<file path="config.mk">
export PLATFORM = sky130hd
export DESIGN_NAME = result_drain
export DESIGN_NICKNAME = d
export VERILOG_FILES = /design/src/rtl/result_drain.sv
export SDC_FILE = /design/constraint.sdc
export NUM_CORES = 1
export LEC_CHECK = 0
export ABC_AREA = 1
export CELL_PAD_IN_SITES_DETAIL_PLACEMENT = 0
export CELL_PAD_IN_SITES_GLOBAL_PLACEMENT = 2
export CORE_MARGIN = 5
export CORE_UTILIZATION = 28
export DETAILED_ROUTE_END_ITERATION = 16
export HOLD_SLACK_MARGIN = 0.08
export PLACE_DENSITY_LB_ADDON = 0.1
export SLEW_MARGIN = 20
export SYNTH_ARGS = -nofsm -noshare
export SYNTH_HDL_FRONTEND = slang
export SYNTH_SLANG_ARGS = --single-unit
export TNS_END_PERCENT = 10
</file>
<file path="constraint.sdc">
create_clock -name clk -period 5.2 [get_ports clk]
set_input_delay 0.78 -clock clk [delete_from_list [all_inputs] [get_ports clk]]
set_output_delay 0.78 -clock clk [all_outputs]
set_load 0.005 [all_outputs]
</file>
<file path="src/rtl/result_drain.sv">
// -----------------------------------------------------------------------------
// result_drain
//   Drains rows of 8 x 32-bit signed accumulators out of a source BRAM, turns
//   each lane into a saturated int8 and writes the packed 64-bit row into a
//   destination BRAM.
//
//   The block issues one read per cycle, and a valid/address pipeline follows
//   the BRAM read latency. Each returning row is then written one cycle after
//   its data is valid.
//
//   Requantization: each lane is shifted right arithmetically by `shift`, at
//   33-bit width, and then saturated to [-128,127].
//     RESULT_DRAIN_ROUND_EN undefined : the shift truncates toward -inf.
//     RESULT_DRAIN_ROUND_EN defined   : 2^(shift-1) is added first (round half
//                                       up). It is not added when shift == 0.
//
// Parameters
//   BRAM_DELAY  source read latency in cycles (1..4)
//   ROWS_LEN    address width of the source and destination BRAMs
// Ports
//   clk, rst              clock; synchronous active-high reset
//   start                 drain request (sampled only in IDLE, not with done)
//   row_count[ROWS_LEN:0] rows to drain, 0..2^ROWS_LEN
//   shift[4:0]            right-shift amount
//   busy, done            status: busy until done inclusive; done is a 1-cycle pulse
//   src_addr/src_en       source read port
//   src_dout[255:0]       source read data, BRAM_DELAY cycles after its address
//   dst_addr/dst_din/dst_we destination write port (packed int8 x 8)
// -----------------------------------------------------------------------------
module result_drain #(
  parameter int BRAM_DELAY = 1,
  parameter int ROWS_LEN   = 10
) (
  input  logic                clk,
  input  logic                rst,
  input  logic                start,
  input  logic [ROWS_LEN:0]   row_count,
  input  logic [4:0]          shift,
  output logic                busy,
  output logic                done,
  output logic [ROWS_LEN-1:0] src_addr,
  input  logic [255:0]        src_dout,
  output logic                src_en,
  output logic [ROWS_LEN-1:0] dst_addr,
  output logic [63:0]         dst_din,
  output logic                dst_we
);

  typedef enum logic [1:0] {IDLE, ISSUE, FLUSH, FIN} state_t;

  state_t              state;
  logic [ROWS_LEN:0]   rows_q;
  logic [ROWS_LEN:0]   rows_last;
  logic [4:0]          shift_q;
  logic [63:0]         packed_row;
  logic                last_ret;

  // The valid bit and the row index for each read in flight.
  logic [BRAM_DELAY-1:0] pipe_v;
  logic [ROWS_LEN-1:0]   pipe_a [BRAM_DELAY];

  // Converts one 32-bit signed lane to a saturated int8.
  function automatic logic [7:0] requant(input logic signed [31:0] lane,
                                         input logic [4:0] sh);
    logic signed [32:0] wide;
    wide = {lane[31], lane};
`ifdef RESULT_DRAIN_ROUND_EN
    if (sh != 5'd0) wide = wide + (33'sd1 <<< (sh - 5'd1));
`endif
    wide = wide >>> sh;
    if (wide > 33'sd127)       return 8'h7F;
    else if (wide < -33'sd128) return 8'h80;
    else                       return wide[7:0];
  endfunction

  // NOTE: every variable written in always_comb gets a default first, so that
  // no path can leave it unassigned and infer a latch.
  always_comb begin
    packed_row = '0;
    for (int i = 0; i < 8; i++)
      packed_row[8*i +: 8] = requant($signed(src_dout[32*i +: 32]), shift_q);
  end

  assign rows_last = rows_q - 1'b1;
  // The last row's data is at the pipeline output, so its write lands next cycle.
  assign last_ret  = pipe_v[BRAM_DELAY-1] &&
                     ({1'b0, pipe_a[BRAM_DELAY-1]} == rows_last);

  // NOTE: sequential state uses non-blocking assignments only, so every
  // register samples values from before the edge, whatever the statement order.
  always_ff @(posedge clk) begin
    if (rst) begin
      pipe_v <= '0;
    end else begin
      pipe_v[0] <= src_en;
      for (int i = 1; i < BRAM_DELAY; i++) pipe_v[i] <= pipe_v[i-1];
    end
  end

  // NOTE: the address pipeline has no reset. Each entry is qualified by
  // pipe_v, and pipe_v is cleared.
  always_ff @(posedge clk) begin
    pipe_a[0] <= src_addr;
    for (int i = 1; i < BRAM_DELAY; i++) pipe_a[i] <= pipe_a[i-1];
  end

  always_ff @(posedge clk) begin
    if (rst) begin
      state    <= IDLE;
      busy     <= 1'b0;
      done     <= 1'b0;
      src_en   <= 1'b0;
      src_addr <= '0;
      dst_we   <= 1'b0;
      dst_addr <= '0;
      dst_din  <= '0;
      rows_q   <= '0;
      shift_q  <= '0;
    end else begin
      dst_we <= pipe_v[BRAM_DELAY-1];
      if (pipe_v[BRAM_DELAY-1]) begin
        dst_addr <= pipe_a[BRAM_DELAY-1];
        dst_din  <= packed_row;
      end
      done <= 1'b0;

      case (state)
        IDLE: begin
          // The done pulse occurs while in IDLE. A start in that cycle is dropped.
          if (start && !done) begin
            busy    <= 1'b1;
            rows_q  <= row_count;
            shift_q <= shift;
            if (row_count == '0) begin
              state <= FIN;
            end else begin
              state    <= ISSUE;
              src_en   <= 1'b1;
              src_addr <= '0;
            end
          end else begin
            busy <= 1'b0;
          end
        end
        ISSUE: begin
          // The compare is one bit wider than the address, so 2^ROWS_LEN rows
          // end at the all-ones address instead of wrapping.
          if ({1'b0, src_addr} == rows_last) begin
            src_en   <= 1'b0;
            src_addr <= '0;
            state    <= FLUSH;
          end else begin
            src_addr <= src_addr + 1'b1;
          end
        end
        FLUSH: begin
          if (last_ret) state <= FIN;
        end
        FIN: begin
          done  <= 1'b1;
          state <= IDLE;
        end
        default: state <= IDLE;
      endcase
    end
  end

endmodule

</file>
---- Word-level counts from Yosys, hierarchy flattened ----
Memories as Yosys holds them, arrays and structs flattened.
Index checks and enable logic that the tools add are counted.
word-level totals
  bits in registers ....................... 107
  bits in writable memories ............... 10
  bits of input ports ..................... 275
  output and inout bits ................... 88
  word-level logic and storage cells ...... 88
  memories ................................ 1
operators by class
  add/subtract/negate cells ............... 2
  $lt $le $gt $ge ......................... 16
  equal/unequal tests ..................... 9
  shifts and indexed selects .............. 8
  multiplexer cells ....................... 31
  reductions and logical operators ........ 10
memories
  memory  depth  bits a word  rd ports  clocked after memory_dff  write ports  RTL line  RTL
  pipe_a  1      10           1         0                         1            60        logic [ROWS_LEN-1:0] pipe_a [BRAM_DELAY];
operator list
  operator                                                        number
  greater-than comparator 33 x 8 -> 1 bit, second input constant  8
  < comparator 33 x 8 -> 1 bit, second input constant             8
  >>> shifter 32 x 5 -> 33 bit                                    8
  2-to-1 mux 8 bit                                                16
  2-to-1 mux 10 bit                                               3
  == test 10 x 11 -> 1 bit                                        2
  case mux 10 bit (2 select lines)                                1
  zero test 11 bit                                                1
  subtractor 11 x 1 -> 11 bit, second input constant              1
  adder 10 x 1 -> 10 bit, second input constant                   1
  2-to-1 mux 2 bit                                                4
  != test 2 bit, second input constant                            4
  case mux 2 bit (4 select lines)                                 1
  AND reduction 3 bit                                             2
  2-to-1 mux 1 bit                                                5
  == test 2 bit, second input constant                            2
  AND reduction 4 bit                                             1
  == test 2 x 1 -> 1 bit, second input constant                   1
  logical AND 1 bit                                               2
  zero test 2 bit                                                 1
  case mux 1 bit (2 select lines)                                 1
  AND reduction 2 bit                                             1
  nonzero test 2 bit                                              1
  zero test 1 bit                                                 1

---- Longest topological paths before layout ----
Gate-level depths: netlist of run 1.
  depth after elaboration ................. 5
  mapped depth ............................ 21

---- Worst setup path before layout of run 1 ----
OpenSTA, ideal clock, no wires.
  path kind ............................... input port to flip-flop
  from .................................... in src_dout[191]
  to ...................................... reg dst_din[40]
  setup time .............................. 0.070 ns
  arrival time ............................ 2.230 ns
  slack ................................... 2.901 ns
  stages .................................. 19
  cell sequence ........................... clkbuf_1 > nand2_1 > nand2_1 > nand2_1 > nand2_1 > nand2_1 > nand2_1 > nand2_1 > nand2_1 > nand2_1 > nand2_1 > nand2_1 > nor2_1 > nand2_1 > nor2_1 > nand2_1 > nand2_2 > nand2_1 > a21oi_1
on the way
  cells in the longest elaborated chain, start to end .. 4
  elaborated cells on any way between the ends .. 5
  those cells by class .................... 2 x order compare; 1 x shift; 2 x mux
RTL lines
  element                         RTL line  RTL
  start, declared                 42        input logic [255:0] src_dout,
  >>> shifter 32 x 5 -> 33 bit *  70        wide = wide >>> sh;
  < comparator 33 x 8 -> 1 bit    72        else if (wide < -33'sd128) return 8'h80;
  2-to-1 mux 8 bit                72
  2-to-1 mux 8 bit *              71        if (wide > 33'sd127) return 8'h7F;
  end signal, assigned            123       dst_din <= packed_row;
  end, declared                   45        output logic [63:0] dst_din,
Mark *: on every way between the ends. The rest lies on a longest branch, timed or not.
A chain may end at the register's enable or synchronous reset.

---- Worst setup path after layout of run 1 ----
  from .................................... reg shift_q[0]
  to ...................................... reg dst_din[24]
on the way
  cells in the longest elaborated chain, start to end .. 4
  elaborated cells on any way between the ends .. 5
  those cells by class .................... 2 x order compare; 1 x shift; 2 x mux
RTL lines
  element                         RTL line  RTL
  start, declared                 54        logic [4:0] shift_q;
  start signal, assigned          133       shift_q <= shift;
  >>> shifter 32 x 5 -> 33 bit *  70
  < comparator 33 x 8 -> 1 bit    72
  2-to-1 mux 8 bit                72
  2-to-1 mux 8 bit *              71
Marks and branches as above.

==> flow_metrics.env, run 1 <==
export IMPL_run_status="completed"
export IMPL_synth_area_sq_um=19400
export IMPL_final_setup_tns_ns=0
export IMPL_syn_num_nets=4178
export IMPL_postSynthAreaPerCell_sq_um=4.98
export IMPL_tightest_slew_ns=0.997
export IMPL_ios=363
export IMPL_crit_path_end_kind="register"
export IMPL_fillerInstances=8033
export IMPL_clkTransAtPathRegs_ns=0.06
export IMPL_drtIter0Drc=2669
export IMPL_holdPathStages=0
export IMPL_cts_resized=0
export IMPL_p_leak_nw=11.1
export IMPL_grt_pass1_wl_um=175000
export IMPL_pwr_share_seq_pct=10.5
export IMPL_finalWeightedCongestion=0.961
export IMPL_synth_compound_area_share_pct=11.1
export IMPL_fp_dieH_um=273
export IMPL_worst_r2r_setup_slack_ns=1.69
export IMPL_synthXorXnorAreaFrac_pct=1.22
export IMPL_holdPathEnd="pipe_a[0][6]"
export IMPL_placed_area_sq_um=23400
export IMPL_arrival_ns=3.82
export IMPL_die_area_sq_um=74700
export IMPL_slew_headroom_pct=32.7
export IMPL_rsz0062_at_grt="no"
export IMPL_dr_pass1_iters=6
export IMPL_ys_flop_type="dfxtp_1"
export IMPL_wl_um=119000
export IMPL_start_util_pct=28.3
export IMPL_power_mw=12.7
export IMPL_cp_required_ns=5.51
export IMPL_worstPathCellList="inv_6, buf_12, nand2_1, nand3_1, nand3_1, nand2_1, o21ai_0, nand2_1, nor2_1, nand3_1, nand2_1, nand3_1, a21oi_4, a21oi_1"
export IMPL_synth_edf_count=0
export IMPL_startpoint_type="register"
export IMPL_core_sq_um=68700
export IMPL_hp_start="src_addr[6]"
export IMPL_p_clk_share_pct=9.4
export IMPL_synth_top_family_by_area="simple AND/OR/NAND/NOR gates"
export IMPL_post_place_ws_ns=1.67
export IMPL_rr_startpoint="shift_q[0]"
export IMPL_worst_slack_ns=1.69
export IMPL_yosysWarnings=0
export IMPL_die_w_um=273
export IMPL_drive_gt1_share_pct=2.88
export IMPL_drc_errors=0
export IMPL_powerDensity_nw_per_um2=531
export IMPL_multiInputGateArea_sq_um=15400
export IMPL_fin_nets=4326
export IMPL_crit_path_max_incr_delay_ns=0.71
export IMPL_clk_path_buf_depth=2
export IMPL_wl_per_cell_um=23.9
export IMPL_critPathKind="reg2reg"
export IMPL_fin_area_sq_um=24000
export IMPL_mostFrequentLayoutCell="nand2_1"
export IMPL_grt_overflow_total=0
export IMPL_grt_pass1_vias=26340
export IMPL_rr_worst_depth=14
export IMPL_yosysTopAreaCell="nand3_1"
export IMPL_ant_nets=0
export IMPL_crit_path_max_fanout=88
export IMPL_p_int_mw=4.79
export IMPL_yosysSeqAreaShare_pct=12.1
export IMPL_cts_tree="yes"
export IMPL_cts_max_level=4
export IMPL_viasPerCell=5.51
export IMPL_p_switching_mw=7.95
export IMPL_switching_share_pct=62.4
export IMPL_root_buffer="clkbuf_16"
export IMPL_post_route_period_util_pct=67.5
export IMPL_slew_viol_final=0
export IMPL_postCtsSetupBuffers=0
export IMPL_syn_to_final_growth_pct=23.6
export IMPL_fin_util_pct=34.9
export IMPL_portBuffers=362
export IMPL_regArea_sq_um=2360
export IMPL_grt_antenna_before_repair=4
export IMPL_synth_fa_ha_area_share_pct=0.387
export IMPL_synth_mux_area_share_pct=0.876
export IMPL_yosys_area_share_simple_pct=65.7
export IMPL_comb_power_share_pct=80.1
export IMPL_timing_rr_end="dst_din[24]"
export IMPL_grt_total_usage_pct=30.6
export IMPL_clock_skew_ns=0.0127
export IMPL_yosys_top_cells_area="nand3_1 (31%), nand2_1 (30%), dfxtp_1 (12%)"
export IMPL_maxCapViolCount=0
export IMPL_ir_worst_vdd_v=0.000266
export IMPL_hold_buffers=0
export IMPL_netlist_area_leader_share_pct=30.9
export IMPL_via_count=27480
export IMPL_setup_viol=0
export IMPL_mostFrequentLayoutCells="nand2_1 (1535), nand3_1 (1200), clkdlybuf4s50_1 (362), nor2_1 (190), o21ai_0 (177)"
export IMPL_fin_crit_ns=3.51
export IMPL_ys_ff_latch=117
export IMPL_hold_path_class="reg2reg"
export IMPL_synth_cells=3897
export IMPL_cp_slowest_cell="dfxtp_4"
export IMPL_row_count=96
export IMPL_fmax_ghz=0.285
export IMPL_ys_types=38
export IMPL_dp_hpwl_um=95500
export IMPL_cts_sinks=117
export IMPL_hold_viol=0
export IMPL_worstSkewPairLatency_ns=0.44
export IMPL_grt_max_degree=119
export IMPL_cts_made_buffers=17
export IMPL_async_flop_share_pct=0
layout make-up:
cell class | instances | share of cell area [%]
antenna | 2 | 0.0209
clock buffer | 19 | 1.93
clock inverter | 13 | 0.495
inverter | 88 | 1.49
multi-input combinational | 3406 | 64.1
sequential | 117 | 9.84
tap | 931 | 4.85
timing repair buffer | 415 | 17.2
synth_stat cells (16+ instances only):
cell type	count
a21oi_1	134
mux2i_1	17
buf_2	105
dfxtp_1	117
nor2_1	190
buf_1	68
clkbuf_1	86
nand3_1	1200
o211ai_1	24
inv_1	82
a31oi_1	16
xor2_1	26
nand2_1	1535
o21ai_0	177
per-stage QoR:
step | hold WS (ns) | std cells
after floorplan | 0.389 | 3897
after global placement | 0.400 | 4957
after detailed placement | 0.395 | 4957
after CTS | 0.407 | 4989
after global routing | 0.419 | 4990
final | 0.403 | 4991
sequential cells by signal, summed over array words and instances, names as in the netlist:
| register | count |
|---|---|
| dst_addr | 10 |
| done | 1 |
| shift_q | 5 |
| rows_q | 11 |
| dst_din | 64 |
| busy | 1 |
| pipe_v | 1 |
| state | 2 |
| pipe_a | 10 |
| src_en | 1 |
| src_addr | 10 |
| dst_we | 1 |
metal layers:
layer / global-route usage (%) / share of wire [%] / vias up
li1: - / - / 13390
met1: 41.9 / 46 / 12991
met2: 50.6 / 45 / 968
met3: 3.56 / 5.4 / 129
met4: 9.37 / 3.4 / 2
met5: 0 / 0.011 / -
how the worst max path moves through the flow:
stage | startpoint | to | slack (ns) | cells after the start
after global placement | src_dout[31] | dst_din[6] | 1.70 | 19
after CTS | shift_q[0] | dst_din[24] | 1.76 | 14
after global routing | shift_q[0] | dst_din[35] | 1.41 | 16
after floorplan | src_dout[191] | dst_din[40] | 2.90 | 19
after detailed placement | src_dout[31] | dst_din[6] | 1.67 | 19
final | shift_q[0] | dst_din[24] | 1.69 | 14
power by group through the flow:
stage	clock (mW)	sequential, mW	combinational [mW]
after floorplan	0	1.16	6.76
after global placement	0	1.36	10.1
after detailed placement	0	1.35	10.0
after CTS	1.23	1.34	10.1
after global routing	1.26	1.36	11.2
final	1.20	1.34	10.2
cell families (layout without fill, tap and decap cells):
logic type	Yosys count	in the layout
adders and majority gates	6	6
other	0	2
buffers and inverters	374	535
DFF	117	117
AOI/OAI and AO/OA	385	385
and+or+nand+nor	2971	2971
xor gates and xnor gates	27	27
muxes	17	17
worst max-delay path, delay by kind of cell, from the launching register on:
| family | cells | cell delay (ns) |
|---|---|---|
| AOI/OAI and AO/OA | 3 | 0.89 |
| DFF | 1 | 0.71 |
| buffers and inverters | 2 | 0.70 |
| and+or+nand+nor | 9 | 0.95 |
No activity file was read; power rests on OpenSTA's default activity.
==> inputs of run 2 (changes only) <==
--- a/config.mk
+++ b/config.mk
@@ -9,7 +9,7 @@
 export CELL_PAD_IN_SITES_DETAIL_PLACEMENT = 0
 export CELL_PAD_IN_SITES_GLOBAL_PLACEMENT = 2
 export CORE_MARGIN = 5
-export CORE_UTILIZATION = 28
+export CORE_UTILIZATION = 26
 export DETAILED_ROUTE_END_ITERATION = 16
 export HOLD_SLACK_MARGIN = 0.08
 export PLACE_DENSITY_LB_ADDON = 0.1
==> constraint.sdc (replaced) <==
create_clock -name clk -period 3.5 [get_ports clk]
set_input_delay 0.525 -clock clk [delete_from_list [all_inputs] [get_ports clk]]
set_output_delay 0.525 -clock clk [all_outputs]
set_load 0.005 [all_outputs]
==> run 2 against run 1 <==
Clock power is 52% higher. Sequential share of layout area is 0.18 points lower. Fmax is 20% higher. Combinational power is 53% higher. Sequential power is 42% higher. Register-to-register slack worse by 1.1 ns. Setup slack worse by 1.1 ns. Global-route usage is 2.1 points lower. Clock skew is 0.012 ns higher. Hold slack worse by 0.0028 ns. Final cell count is 1.4% higher. Largest power group unchanged.
==> flow_metrics.env, run 2 (same netlist as run 1, synthesis figures left out) <==
export IMPL_run_status="completed"
export IMPL_cp_top_family="simple AND/OR/NAND/NOR gates"
export IMPL_crit_path_end_kind="register"
export IMPL_crit_top_cell="nand2_1"
export IMPL_clock_skew_ns=0.0249
export IMPL_grt_antenna_before_repair=1
export IMPL_cts_tree="yes"
export IMPL_rsz0062_at_grt="no"
export IMPL_mostFrequentLayoutCells="nand2_1 (1535), nand3_1 (1200), clkdlybuf4s50_1 (362), nor2_1 (190), o21ai_0 (177)"
export IMPL_cp_slowest_cell="dfxtp_4"
export IMPL_ir_worst_vdd_v=0.000379
export IMPL_power_mw=19.3
export IMPL_largest_reg_flops=64
export IMPL_cp_num_cells=16
export IMPL_regMostFlops="dst_din"
export IMPL_grt_pass1_wl_um=177000
export IMPL_p_switching_mw=12.0
export IMPL_tightest_slew_ns=0.831
export IMPL_multiInputGateArea_sq_um=15400
export IMPL_die_w_um=283
export IMPL_crit_path_max_incr_delay_ns=0.41
export IMPL_cts_resized=0
export IMPL_p_int_mw=7.34
export IMPL_root_buffer="clkbuf_16"
export IMPL_num_antenna_cells=0
export IMPL_dr_pass1_iters=6
export IMPL_arrival_ns=3.30
export IMPL_fin_crit_ns=2.93
export IMPL_cts_max_level=4
export IMPL_grt_overflow_total=0
export IMPL_mostFrequentLayoutCell="nand2_1"
export IMPL_switching_share_pct=62.0
export IMPL_critPathBufInv=2
export IMPL_maxCapViolCount=0
export IMPL_drc_errors=0
export IMPL_hold_viol=0
export IMPL_comb_power_share_pct=80.8
export IMPL_regArea_sq_um=2360
export IMPL_postCtsSetupBuffers=0
export IMPL_slew_viol_final=0
export IMPL_holdPathStages=0
export IMPL_reg_top3="dst_din x64, rows_q x11"
export IMPL_fmax_ghz=0.342
export IMPL_core_sq_um=74300
export IMPL_grt_pass1_vias=26796
export IMPL_cp_required_ns=3.87
export IMPL_crit_path_max_fanout=45
export IMPL_critPathKind="reg2reg"
export IMPL_hold_buffers=0
export IMPL_hold_path_class="reg2reg"
export IMPL_ant_nets=0
export IMPL_grt_total_usage_pct=28.5
export IMPL_p_clk_share_pct=9.4
export IMPL_pwr_share_seq_pct=9.8
export IMPL_p_leak_nw=11.3
export IMPL_post_route_period_util_pct=83.6
export IMPL_startpoint_type="register"
export IMPL_setup_viol=0
export IMPL_finalWeightedCongestion=0.914
export IMPL_wl_per_cell_um=23.6
export IMPL_cts_made_buffers=17
export IMPL_fin_nets=4358
export IMPL_slew_headroom_pct=44.6
export IMPL_dp_hpwl_um=96900
export IMPL_clk_path_buf_depth=2
export IMPL_powerDensity_nw_per_um2=791
export IMPL_cts_sinks=117
export IMPL_fillerInstances=8808
export IMPL_viasPerCell=5.35
export IMPL_drive_gt1_share_pct=3.64
export IMPL_via_count=27074
export IMPL_syn_to_final_growth_pct=25.9
export IMPL_clkTransAtPathRegs_ns=0.07
export IMPL_start_util_pct=26.1
export IMPL_grt_max_degree=97
export IMPL_worstSkewPairLatency_ns=0.46
export IMPL_final_setup_tns_ns=0
export IMPL_fp_dieH_um=283
export IMPL_portBuffers=362
export IMPL_row_count=100
export IMPL_wl_um=120000
export IMPL_worstPathCellList="inv_6, buf_12, nand2_1, nand3_1, nand3_1, nand2_1, nand2_1, nand3_1, nand2_1, nor2_1, nand2_1, nor2_1, nand3_1, nand2_2, nand2_1, a21oi_1"
export IMPL_drtIter0Drc=2301
export IMPL_die_area_sq_um=80300
export IMPL_ios=363
export IMPL_rr_worst_depth=16
## run 2: cell type report
type,instances,share of cell area (%)
sequential,117,9.66
timing repair buffer,447,18.6
multi-input combinational,3406,62.9
clock buffer,17,1.74
tap,969,4.96
inverter,88,1.46
clock inverter,15,0.629
## run 2: worst paths after layout
| kind | start | to | slack, ns |
|---|---|---|---|
| worst max register to register | shift_q[0] | dst_din[58] | 0.57 |
| worst min register to register | src_addr[6] | pipe_a[0][6] | 0.40 |
| worst min-delay path | src_addr[6] | pipe_a[0][6] | 0.40 |
| worst max-delay path | shift_q[0] | dst_din[58] | 0.57 |
## run 2: through the flow
stage | setup WS (ns) | utilization (%) | instances | cell area, sq um | hold WS (ns)
after floorplan | 1.36 | - | 3897 | 19400 | 0.389
after global placement | 0.432 | 32.1 | 5027 | 23900 | 0.392
after detailed placement | 0.389 | 32.1 | 5027 | 23900 | 0.392
after CTS | 0.627 | 32.9 | 5059 | 24500 | 0.404
after global routing | 0.360 | 32.9 | 5059 | 24500 | 0.424
final | 0.573 | 32.9 | 5059 | 24500 | 0.400
## run 2: metal layers
| layer | wire length (um) | share of wire, % | vias to the layer above | GRT usage, % |
|---|---|---|---|---|
| met2 | 58000 | 49 | 737 | 50.6 |
| met3 | 5560 | 4.6 | 116 | 3.63 |
| met1 | 51700 | 43 | 12754 | 36.0 |
| li1 | - | - | 13467 | - |
| met5 | 0 | 0 | - | 0 |
| met4 | 4390 | 3.7 | 0 | 8.87 |
## run 2: power by group through the flow
stage / sequential (mW) / combinational, mW / clock, mW
global route: 1.93 / 17.3 / 1.91
finish: 1.90 / 15.6 / 1.82
CTS: 1.90 / 15.7 / 1.86
floorplan: 1.73 / 10.0 / 0
global placement: 1.93 / 15.7 / 0
detailed placement: 1.92 / 15.6 / 0
